<file path="src/rtl/fifo_pkg.sv">
// Shared definitions for the async FIFO read- and write-side controllers.
package fifo_pkg;

  localparam int ADDRSIZE_DEF = 4;

  // Pointer code conversions. The width argument masks off bits above the
  // pointer so that callers can pass any pointer zero-extended to 32 bits.
  function automatic logic [31:0] width_mask(input int width);
    logic [31:0] m;
    if (width >= 32) begin
      m = '1;
    end else begin
      m = (32'd1 << width) - 32'd1;
    end
    return m;
  endfunction

  function automatic logic [31:0] bin2gray(input logic [31:0] b, input int width);
    logic [31:0] bm;
    bm = b & width_mask(width);
    return bm ^ (bm >> 1);
  endfunction

  // Log-step XOR prefix from the MSB downward: bit i becomes the XOR of all
  // Gray bits at or above i.
  function automatic logic [31:0] gray2bin(input logic [31:0] g, input int width);
    logic [31:0] b;
    b = g & width_mask(width);
    b = b ^ (b >> 1);
    b = b ^ (b >> 2);
    b = b ^ (b >> 4);
    b = b ^ (b >> 8);
    b = b ^ (b >> 16);
    return b;
  endfunction

endpackage

</file>
<file path="src/rtl/fifo_rd_arbiter_rr.sv">
// Round-robin pick of one requester. The grant is combinational so the
// consumer sees it in the same cycle as FIFO rdata; only the "last granted"
// index is registered.
module rr_arbiter #(
  parameter int NREQ = 2
) (
  input  logic            clk,
  input  logic            rst,
  input  logic            en,
  input  logic [NREQ-1:0] req,
  output logic [NREQ-1:0] gnt
);

  localparam int LW = (NREQ > 1) ? $clog2(NREQ) : 1;

  logic [LW-1:0] last_q;
  logic [LW-1:0] last_d;
  logic [LW-1:0] idx;
  logic [LW-1:0] pick;
  logic          found;

  // Scan from the requester after the last winner, wrapping; first hit wins.
  always_comb begin
    gnt    = '0;
    last_d = last_q;
    found  = 1'b0;
    pick   = last_q;
    idx    = '0;
    for (int k = 1; k <= NREQ; k++) begin
      idx = LW'((int'(last_q) + k) % NREQ);
      if (!found && req[idx]) begin
        found = 1'b1;
        pick  = idx;
      end
    end
    if (en && found) begin
      gnt[pick] = 1'b1;
      last_d    = pick;
    end
  end

  // Last-winner register; resets to NREQ-1 so requester 0 is served first.
  always_ff @(posedge clk or posedge rst) begin
    if (rst) begin
      last_q <= LW'(NREQ - 1);
    end else begin
      last_q <= last_d;
    end
  end

endmodule

</file>
<file path="src/rtl/fifo_rd_arbiter.sv">
// Read-domain controller of the async FIFO: read pointer, empty flag, fill
// level, and a round-robin share of the single read port.
module fifo_rd_arbiter
  import fifo_pkg::*;
#(
  parameter int ADDRSIZE = ADDRSIZE_DEF,
  parameter int NREQ     = 2
) (
  input  logic                rclk,
  input  logic                rrst,
  input  logic [ADDRSIZE:0]   rq2_wptr,
  input  logic [NREQ-1:0]     req,
  output logic [NREQ-1:0]     gnt,
  output logic [ADDRSIZE-1:0] raddr,
  output logic [ADDRSIZE:0]   rptr,
  output logic                rempty,
  output logic [ADDRSIZE:0]   rlevel
);

  localparam int PW = ADDRSIZE + 1;

  logic [PW-1:0]   rbin_q;
  logic [PW-1:0]   rbin_d;
  logic [PW-1:0]   rptr_q;
  logic [PW-1:0]   rptr_d;
  logic [PW-1:0]   rlevel_q;
  logic [PW-1:0]   rlevel_d;
  logic [PW-1:0]   wbin;
  logic            rempty_q;
  logic            rempty_d;
  logic            rinc;
  logic [NREQ-1:0] gnt_w;

  // Grants are suppressed while empty, so a read can never underflow.
  rr_arbiter #(
    .NREQ (NREQ)
  ) u_arb (
    .clk (rclk),
    .rst (rrst),
    .en  (~rempty_q),
    .req (req),
    .gnt (gnt_w)
  );

  // Next pointer, empty and level. Empty and level both look at the
  // post-read pointer so the flag sets on the edge that drains the last entry.
  always_comb begin
    rinc     = |gnt_w;
    rbin_d   = rbin_q + {{(PW-1){1'b0}}, rinc};
    rptr_d   = PW'(bin2gray(32'(rbin_d), PW));
    wbin     = PW'(gray2bin(32'(rq2_wptr), PW));
    rempty_d = (rptr_d == rq2_wptr);
    rlevel_d = wbin - rbin_d;
  end

  // Read-side state registers.
  always_ff @(posedge rclk or posedge rrst) begin
    if (rrst) begin
      rbin_q   <= '0;
      rptr_q   <= '0;
      rempty_q <= 1'b1;
      rlevel_q <= '0;
    end else begin
      rbin_q   <= rbin_d;
      rptr_q   <= rptr_d;
      rempty_q <= rempty_d;
      rlevel_q <= rlevel_d;
    end
  end

  assign gnt    = gnt_w;
  assign raddr  = rbin_q[ADDRSIZE-1:0];
  assign rptr   = rptr_q;
  assign rempty = rempty_q;
  assign rlevel = rlevel_q;

endmodule

</file>
<file path="config.mk">
export PLATFORM = sky130hd
export DESIGN_NAME = fifo_rd_arbiter
export DESIGN_NICKNAME = d
export VERILOG_FILES = /design/src/rtl/fifo_pkg.sv /design/src/rtl/fifo_rd_arbiter_rr.sv /design/src/rtl/fifo_rd_arbiter.sv
export SDC_FILE = /design/constraint.sdc
export NUM_CORES = 1
export LEC_CHECK = 0
export CAP_MARGIN = 20
export CORE_ASPECT_RATIO = 0.75
export CORE_MARGIN = 2
export CORE_UTILIZATION = 50
export DETAILED_ROUTE_END_ITERATION = 7
export PLACE_DENSITY = 0.92
export SYNTH_ARGS = -nofsm -noshare
export SYNTH_HDL_FRONTEND = slang
export SYNTH_HIERARCHICAL = 1
export SYNTH_SLANG_ARGS = --single-unit
</file>
<file path="constraint.sdc">
create_clock -name rclk -period 6.75 [get_ports rclk]
set_input_delay 1.35 -clock rclk [delete_from_list [all_inputs] [get_ports rclk]]
set_output_delay 1.35 -clock rclk [all_outputs]
set_load 0.005 [all_outputs]
</file>
Word-level counts from Yosys, hierarchy flattened

Cells that the tools add are included.

Flip-flop bits (word level): 17
Bits of input ports: 9
Output and inout port bits: 17
Logic and storage cells: 37

Add/sub/neg operators: 4
Magnitude comparators: 4
Equal/unequal tests: 1
Multiplexer cells: 11
Bitwise operators: 7
Reduce and logical (&&, ||, !) cells: 5

Operator list:

| operator                                           | count |
|---|---|
| bitwise XOR 5 x 1 -> 5 bit, second input constant  | 2 |
| bitwise XOR 5 x 4 -> 5 bit                         | 2 |
| 2-to-1 mux 1 bit                                   | 9 |
| < comparator 1 x 2 -> 1 bit, second input constant | 3 |
| adder 5 x 1 -> 5 bit                               | 1 |
| equality test 5 bit                                | 1 |
| subtractor 5 bit                                   | 1 |
| bitwise XOR 5 x 1 -> 5 bit                         | 1 |
| bitwise XOR 5 x 3 -> 5 bit                         | 1 |
| logical AND 1 bit                                  | 3 |
| adder 1 bit, second input constant                 | 2 |
| 2-to-1 mux 2 bit                                   | 1 |
| OR reduction 2 bit                                 | 1 |
| demux 1 bit (select 1 bit)                         | 1 |
| >= comparator 1 bit, second input constant         | 1 |
| logical NOT 1 bit                                  | 1 |
| NOT 1 bit                                          | 1 |

Logic depth before layout (Yosys ltp)

Word-level depth: 16
Mapped depth: 12
Depth with buffers taken out: 12

By module

Netlist, hierarchy kept.

Modules (own cells, without submodules):

| module          | times used | cells an instance | area each (sq um) | sequential area each (sq um) |
|---|---|---|---|---|
| fifo_rd_arbiter | 1          | 69                | 847.1             | 376.6 |
| rr_arbiter      | 1          | 9                 | 66.3              | 26.3 |

Least setup slack after synthesis

Ideal clock, no wire load.

Path type: in2reg
Start point: input port req[1]
End point: register rlevel_q[4], in the netlist rlevel[4]
Setup time: 126 ps
Data arrival time: 3,431 ps
Required time: 6,624 ps
Setup slack: 3,192 ps
Stages: 11
Buffers on the path: 0
Cell sequence: nand2_1 a21oi_1 or2_2 ha_1 ha_1 xor2_2 inv_1 ha_1 a21oi_1 maj3_1 xnor2_1

Longest elaborated chain between the ends: 14
Elaborated cells on any way between the ends: 20
Classes of those cells: 2 x add/sub; 2 x order compare; 11 x mux; 5 x reduce/logical

Ends and longest elaborated chain:

| item                                                                                            | line                     | text |
|---|---|---|
| start, declared                                                                                 | fifo_rd_arbiter.sv:12    | `input logic [NREQ-1:0] req,` |
| 2-to-1 mux 1 bit (not written as such) (2 in a row)                                             | fifo_rd_arbiter_rr.sv:31 | `if (!found && req[idx]) begin` |
| 2-to-1 mux 1 bit                                                                                | fifo_rd_arbiter_rr.sv:31 |  |
| logical NOT 1 bit                                                                               | fifo_rd_arbiter_rr.sv:31 |  |
| logical AND 1 bit                                                                               | fifo_rd_arbiter_rr.sv:31 |  |
| 2-to-1 mux 1 bit                                                                                | fifo_rd_arbiter_rr.sv:31 |  |
| < comparator 1 x 2 -> 1 bit (not written as such) / >= comparator 1 bit (equally long branches) | fifo_rd_arbiter_rr.sv:37 | `gnt[pick] = 1'b1;` |
| logical AND 1 bit (not written as such)                                                         | fifo_rd_arbiter_rr.sv:37 |  |
| 2-to-1 mux 1 bit (not written as such)                                                          | fifo_rd_arbiter_rr.sv:37 |  |
| demux 1 bit (select 1 bit)                                                                      | --                       |  |
| 2-to-1 mux 2 bit *                                                                              | fifo_rd_arbiter_rr.sv:36 | `if (en && found) begin` |
| named net gnt[1]                                                                                | fifo_rd_arbiter.sv:13    | `output logic [NREQ-1:0] gnt,` |
| OR reduction 2 bit *                                                                            | fifo_rd_arbiter.sv:48    | `rinc = \|gnt_w;` |
| adder 5 x 1 -> 5 bit *                                                                          | fifo_rd_arbiter.sv:49    | `rbin_d = rbin_q + {{(PW-1){1'b0}}, rinc};` |
| named net rbin_d[2]                                                                             | fifo_rd_arbiter.sv:23    | `logic [PW-1:0] rbin_d;` |
| subtractor 5 bit *                                                                              | fifo_rd_arbiter.sv:53    | `rlevel_d = wbin - rbin_d;` |
| named net rlevel_d[4]                                                                           | fifo_rd_arbiter.sv:27    | `logic [PW-1:0] rlevel_d;` |
| end signal, assigned                                                                            | fifo_rd_arbiter.sv:67    | `rlevel_q <= rlevel_d;` |
| end, declared                                                                                   | fifo_rd_arbiter.sv:26    | `logic [PW-1:0] rlevel_q;` |

Mark *: on every way through the listed nets, which the timed path passes. The rest lies on a longest branch. The select of a mux whose other input is x is not followed.
A chain may end at the register's enable or synchronous reset.

Worst setup path in the final report

Start point: input port req[0]
End point: output port gnt[0]

Longest elaborated chain between the ends: 11
Elaborated cells on any way between the ends: 17
Classes of those cells: 2 x order compare; 11 x mux; 4 x reduce/logical

Ends and longest elaborated chain:

| item                                                                                            | line |
|---|---|
| 2-to-1 mux 1 bit (not written as such) (2 in a row)                                             | fifo_rd_arbiter_rr.sv:31 |
| 2-to-1 mux 1 bit                                                                                | fifo_rd_arbiter_rr.sv:31 |
| logical NOT 1 bit                                                                               | fifo_rd_arbiter_rr.sv:31 |
| logical AND 1 bit                                                                               | fifo_rd_arbiter_rr.sv:31 |
| 2-to-1 mux 1 bit                                                                                | fifo_rd_arbiter_rr.sv:31 |
| < comparator 1 x 2 -> 1 bit (not written as such) / >= comparator 1 bit (equally long branches) | fifo_rd_arbiter_rr.sv:37 |
| logical AND 1 bit (not written as such)                                                         | fifo_rd_arbiter_rr.sv:37 |
| 2-to-1 mux 1 bit (not written as such)                                                          | fifo_rd_arbiter_rr.sv:37 |
| demux 1 bit (select 1 bit)                                                                      | -- |
| 2-to-1 mux 2 bit *                                                                              | fifo_rd_arbiter_rr.sv:36 |
| end, declared                                                                                   | fifo_rd_arbiter.sv:13 |

Every way passes the cells marked *; elsewhere a longest branch is shown, timed or not. The select of a mux whose other input is x is not followed.

==> impl_metrics.json <==
{
  "clockBufferDepth": 2,
  "path_clk_slew_ns": 0.09,
  "synth_edf_count": 0,
  "antenna_found_initial": 0,
  "drive_above_1_share_pct": 12.3,
  "cts_setup_buffers": 0,
  "dp_hpwl_um": 1290,
  "fin_tns_setup_ns": 0,
  "path_cells": "clkdlybuf4s50_1 -> nand2_1 -> a21oi_1 -> clkdlybuf4s50_1",
  "relSlewSlack_pct": 62.0,
  "chipHeight_um": 41.0,
  "ant_nets": 0,
  "cts_root_buf": "clkbuf_4",
  "clock_latency_ns": 0.28,
  "yosys.cell_types.count": 25,
  "status": "finished clean",
  "diodes": 0,
  "worstSetupEndpointType": "output port",
  "finClkSkew_ns": 0.00524,
  "postCtsHoldBufs": 0,
  "place_ws_ns": 2.59,
  "cts_buffers": 3,
  "rsz0062_at_grt": "false",
  "core_mm2": 0.00172,
  "grtUsageTotal_pct": 18.6,
  "fillCellCount": 142,
  "syn2layout_area_growth_pct": 33.2,
  "grt_pass1_wl_um": 2710,
  "clock_sinks": 16,
  "power_switching_share_pct": 37.5,
  "synth_top_area_share_pct": 38.4,
  "fp.dieW_um": 53.4,
  "worst_pin_slew_ns": 0.570,
  "crit_type": "input pin to output port",
  "power.leakage_nw": 0.555,
  "period_minus_slack_ns": 3.94,
  "max_freq_ghz": 0.254,
  "vias_per_cell": 4.81,
  "initial_core_util_pct": 53.0,
  "power_frac_clock_pct": 9.2,
  "crit_required_ns": 5.40,
  "place_inst": 124,
  "max-cap-violations": 0,
  "drt_pass1_iterations": 3,
  "syn_inst": 78,
  "grt_pass1_vias": 613,
  "ir_drop_mv": 0.338,
  "cp_slowest_cell": "clkdlybuf4s50_1",
  "yosys-top-cells-area": "dfrtp_1, xor2_1, xnor2_1",
  "netlist_area_um2": 913,
  "htreeDepth": 1,
  "drc": 0,
  "yosys_warnings": 6,
  "crit_buf_inv": 2,
  "final_cells": 128,
  "post_cts_resized": 0,
  "syn_area_per_cell_um2": 11.7,
  "final_nets": 122,
  "pwr-share-comb_pct": 62.4,
  "internal-power_mw": 0.424,
  "slowest_delay_ns": 0.53,
  "fin_ws_ns": 2.81,
  "vias": 616,
  "tritoncts": "built",
  "overflow": 0,
  "synth_top_cell_by_area": "dfrtp_1",
  "startpoint_type": "input pin",
  "hp-start": "u_arb/last_q$_DFFE_PP1P_",
  "synthFlopType": "dfrtp_1",
  "synth.ff_latch_count": 16,
  "routed_wirelength_um": 1590,
  "dieArea_mm2": 0.00219,
  "hold_viol_final": 0,
  "synth-async-reset-ratio_pct": 100,
  "finalSetupViolations": 0,
  "syn-num-nets": 93,
  "slew_violations": 0,
  "worstHoldPathType": "register to register",
  "period_share_pct": 58.3,
  "ios": 26,
  "io_buffers": 25,
  "dr.first_iter.drc_count": 4,
  "p_sw_mw": 0.255,
  "critPathTopFamily": "buffers and inverters",
  "crit_arrival_ns": 2.59,
  "grt_max_degree": 16,
  "crit_fanout": 3,
  "synth_seq_area_share_pct": 44.1,
  "p_seq_share_pct": 28.4,
  "rr_startpoint": "rempty$_DFF_PP1_",
  "cp-startpoint": "req[0]",
  "placement_rows": 13,
  "finalWeightedCongestion": 0.716,
  "wl_per_cell_um": 12.4,
  "crit_top_cell": "clkdlybuf4s50_1",
  "power_density_mw_per_mm2": 558
}
[logic make-up (layout without fill, tap and decap cells)]
kind of cell,count (synthesis),count (layout),synth area share (%)
flip-flops,16,16,44.1
buffers and inverters,10,38,4.93
AO/OA/AOI/OAI,9,9,7.26
XOR/XNOR,23,23,25.3
multiplexers,1,1,1.10
AND/OR/NAND/NOR,12,12,7.13
adder cells (fa/ha/maj),7,7,10.1
[worst reg2reg max path, cell delays in order, from the launching register on]
cell     delay [ns]
dfstp_2        0.54
inv_1          0.05
nand2_1        0.10
a21oi_1        0.06
or2_2          0.29
ha_1           0.23
ha_1           0.28
xor2_2         0.25
inv_1          0.12
ha_1           0.34
a21oi_1        0.08
maj3_1         0.37
xnor2_1        0.14
[synthesized netlist by cell type (all sizes together) (2+ instances only)]
library cell	count
inv	9
nand2	5
xnor2	12
dfrtp	14
dfstp	2
nand3	2
a21oi	5
xor2	11
ha	5
[power by group through the flow]
stage	clock network [mW]	logic, mW	registers [mW]
6_report	0.0623	0.423	0.193
3_3_place_gp	0	0.412	0.191
5_1_grt	0.0684	0.478	0.200
4_1_cts	0.0645	0.431	0.194
2_1_floorplan	0	0.279	0.191
3_5_place_dp	0	0.425	0.195
[cells in the final DEF (no fill, tap or decap), types with 2 or more instances in the layout]
cell type and n:
nand2_1 5, ha_1 5, xor2_1 10, dfrtp_1 14, inv_1 9, dfstp_2 2, xnor2_1 9, xnor2_2 3
nand3_1 2, a21oi_1 4, clkbuf_4 3, clkdlybuf4s50_1 25
[state kept, by name, indices dropped and copies added, names as in the netlist]
register	cells
rempty	1
rlevel	5
rptr	4
u_arb/last_q	1
rbin_q	5
[worst paths after layout]
path	to	slack, ns	cells past startpoint
min in group asynchronous	u_arb/last_q$_DFFE_PP1P_	1.38	2
setup reg to reg	rlevel[4]$_DFF_PP0_	3.78	12
max in group asynchronous	rbin_q[2]$_DFF_PP0_	4.94	2
hold reg to reg	u_arb/last_q$_DFFE_PP1P_	0.50	2
hold / removal	u_arb/last_q$_DFFE_PP1P_	0.50	2
setup / recovery	gnt[0]	2.81	4
[final cells by class]
class	count	area, um2	area share [%]
clock buffers	4	36.3	2.98
inverters	9	33.8	2.78
multi-input cells	52	465	38.3
flip-flops and latches	16	403	33.1
well taps	22	27.5	2.26
repair buffers	25	250	20.6
[through the flow]
stage          total power, mW  cell area [um2]  util [%]  hold slack [ns]
4_1_cts                  0.689             1220      70.5            0.505
3_5_place_dp             0.620             1180      68.4            0.491
3_3_place_gp             0.603             1180      68.4            0.481
5_1_grt                  0.746             1220      70.5            0.540
2_1_floorplan            0.470              913         -            0.470
6_report                 0.679             1220      70.5            0.502
[routing by layer]
metal	track usage, %	vias to the layer above	part of all wire (%)
met1	21.2	286	44
li1	-	306	-
met3	6.93	2	6.5
met4	3.85	0	0.25
met2	34.0	22	50
met5	0	-	0
Power figures use the tool's default switching activity.
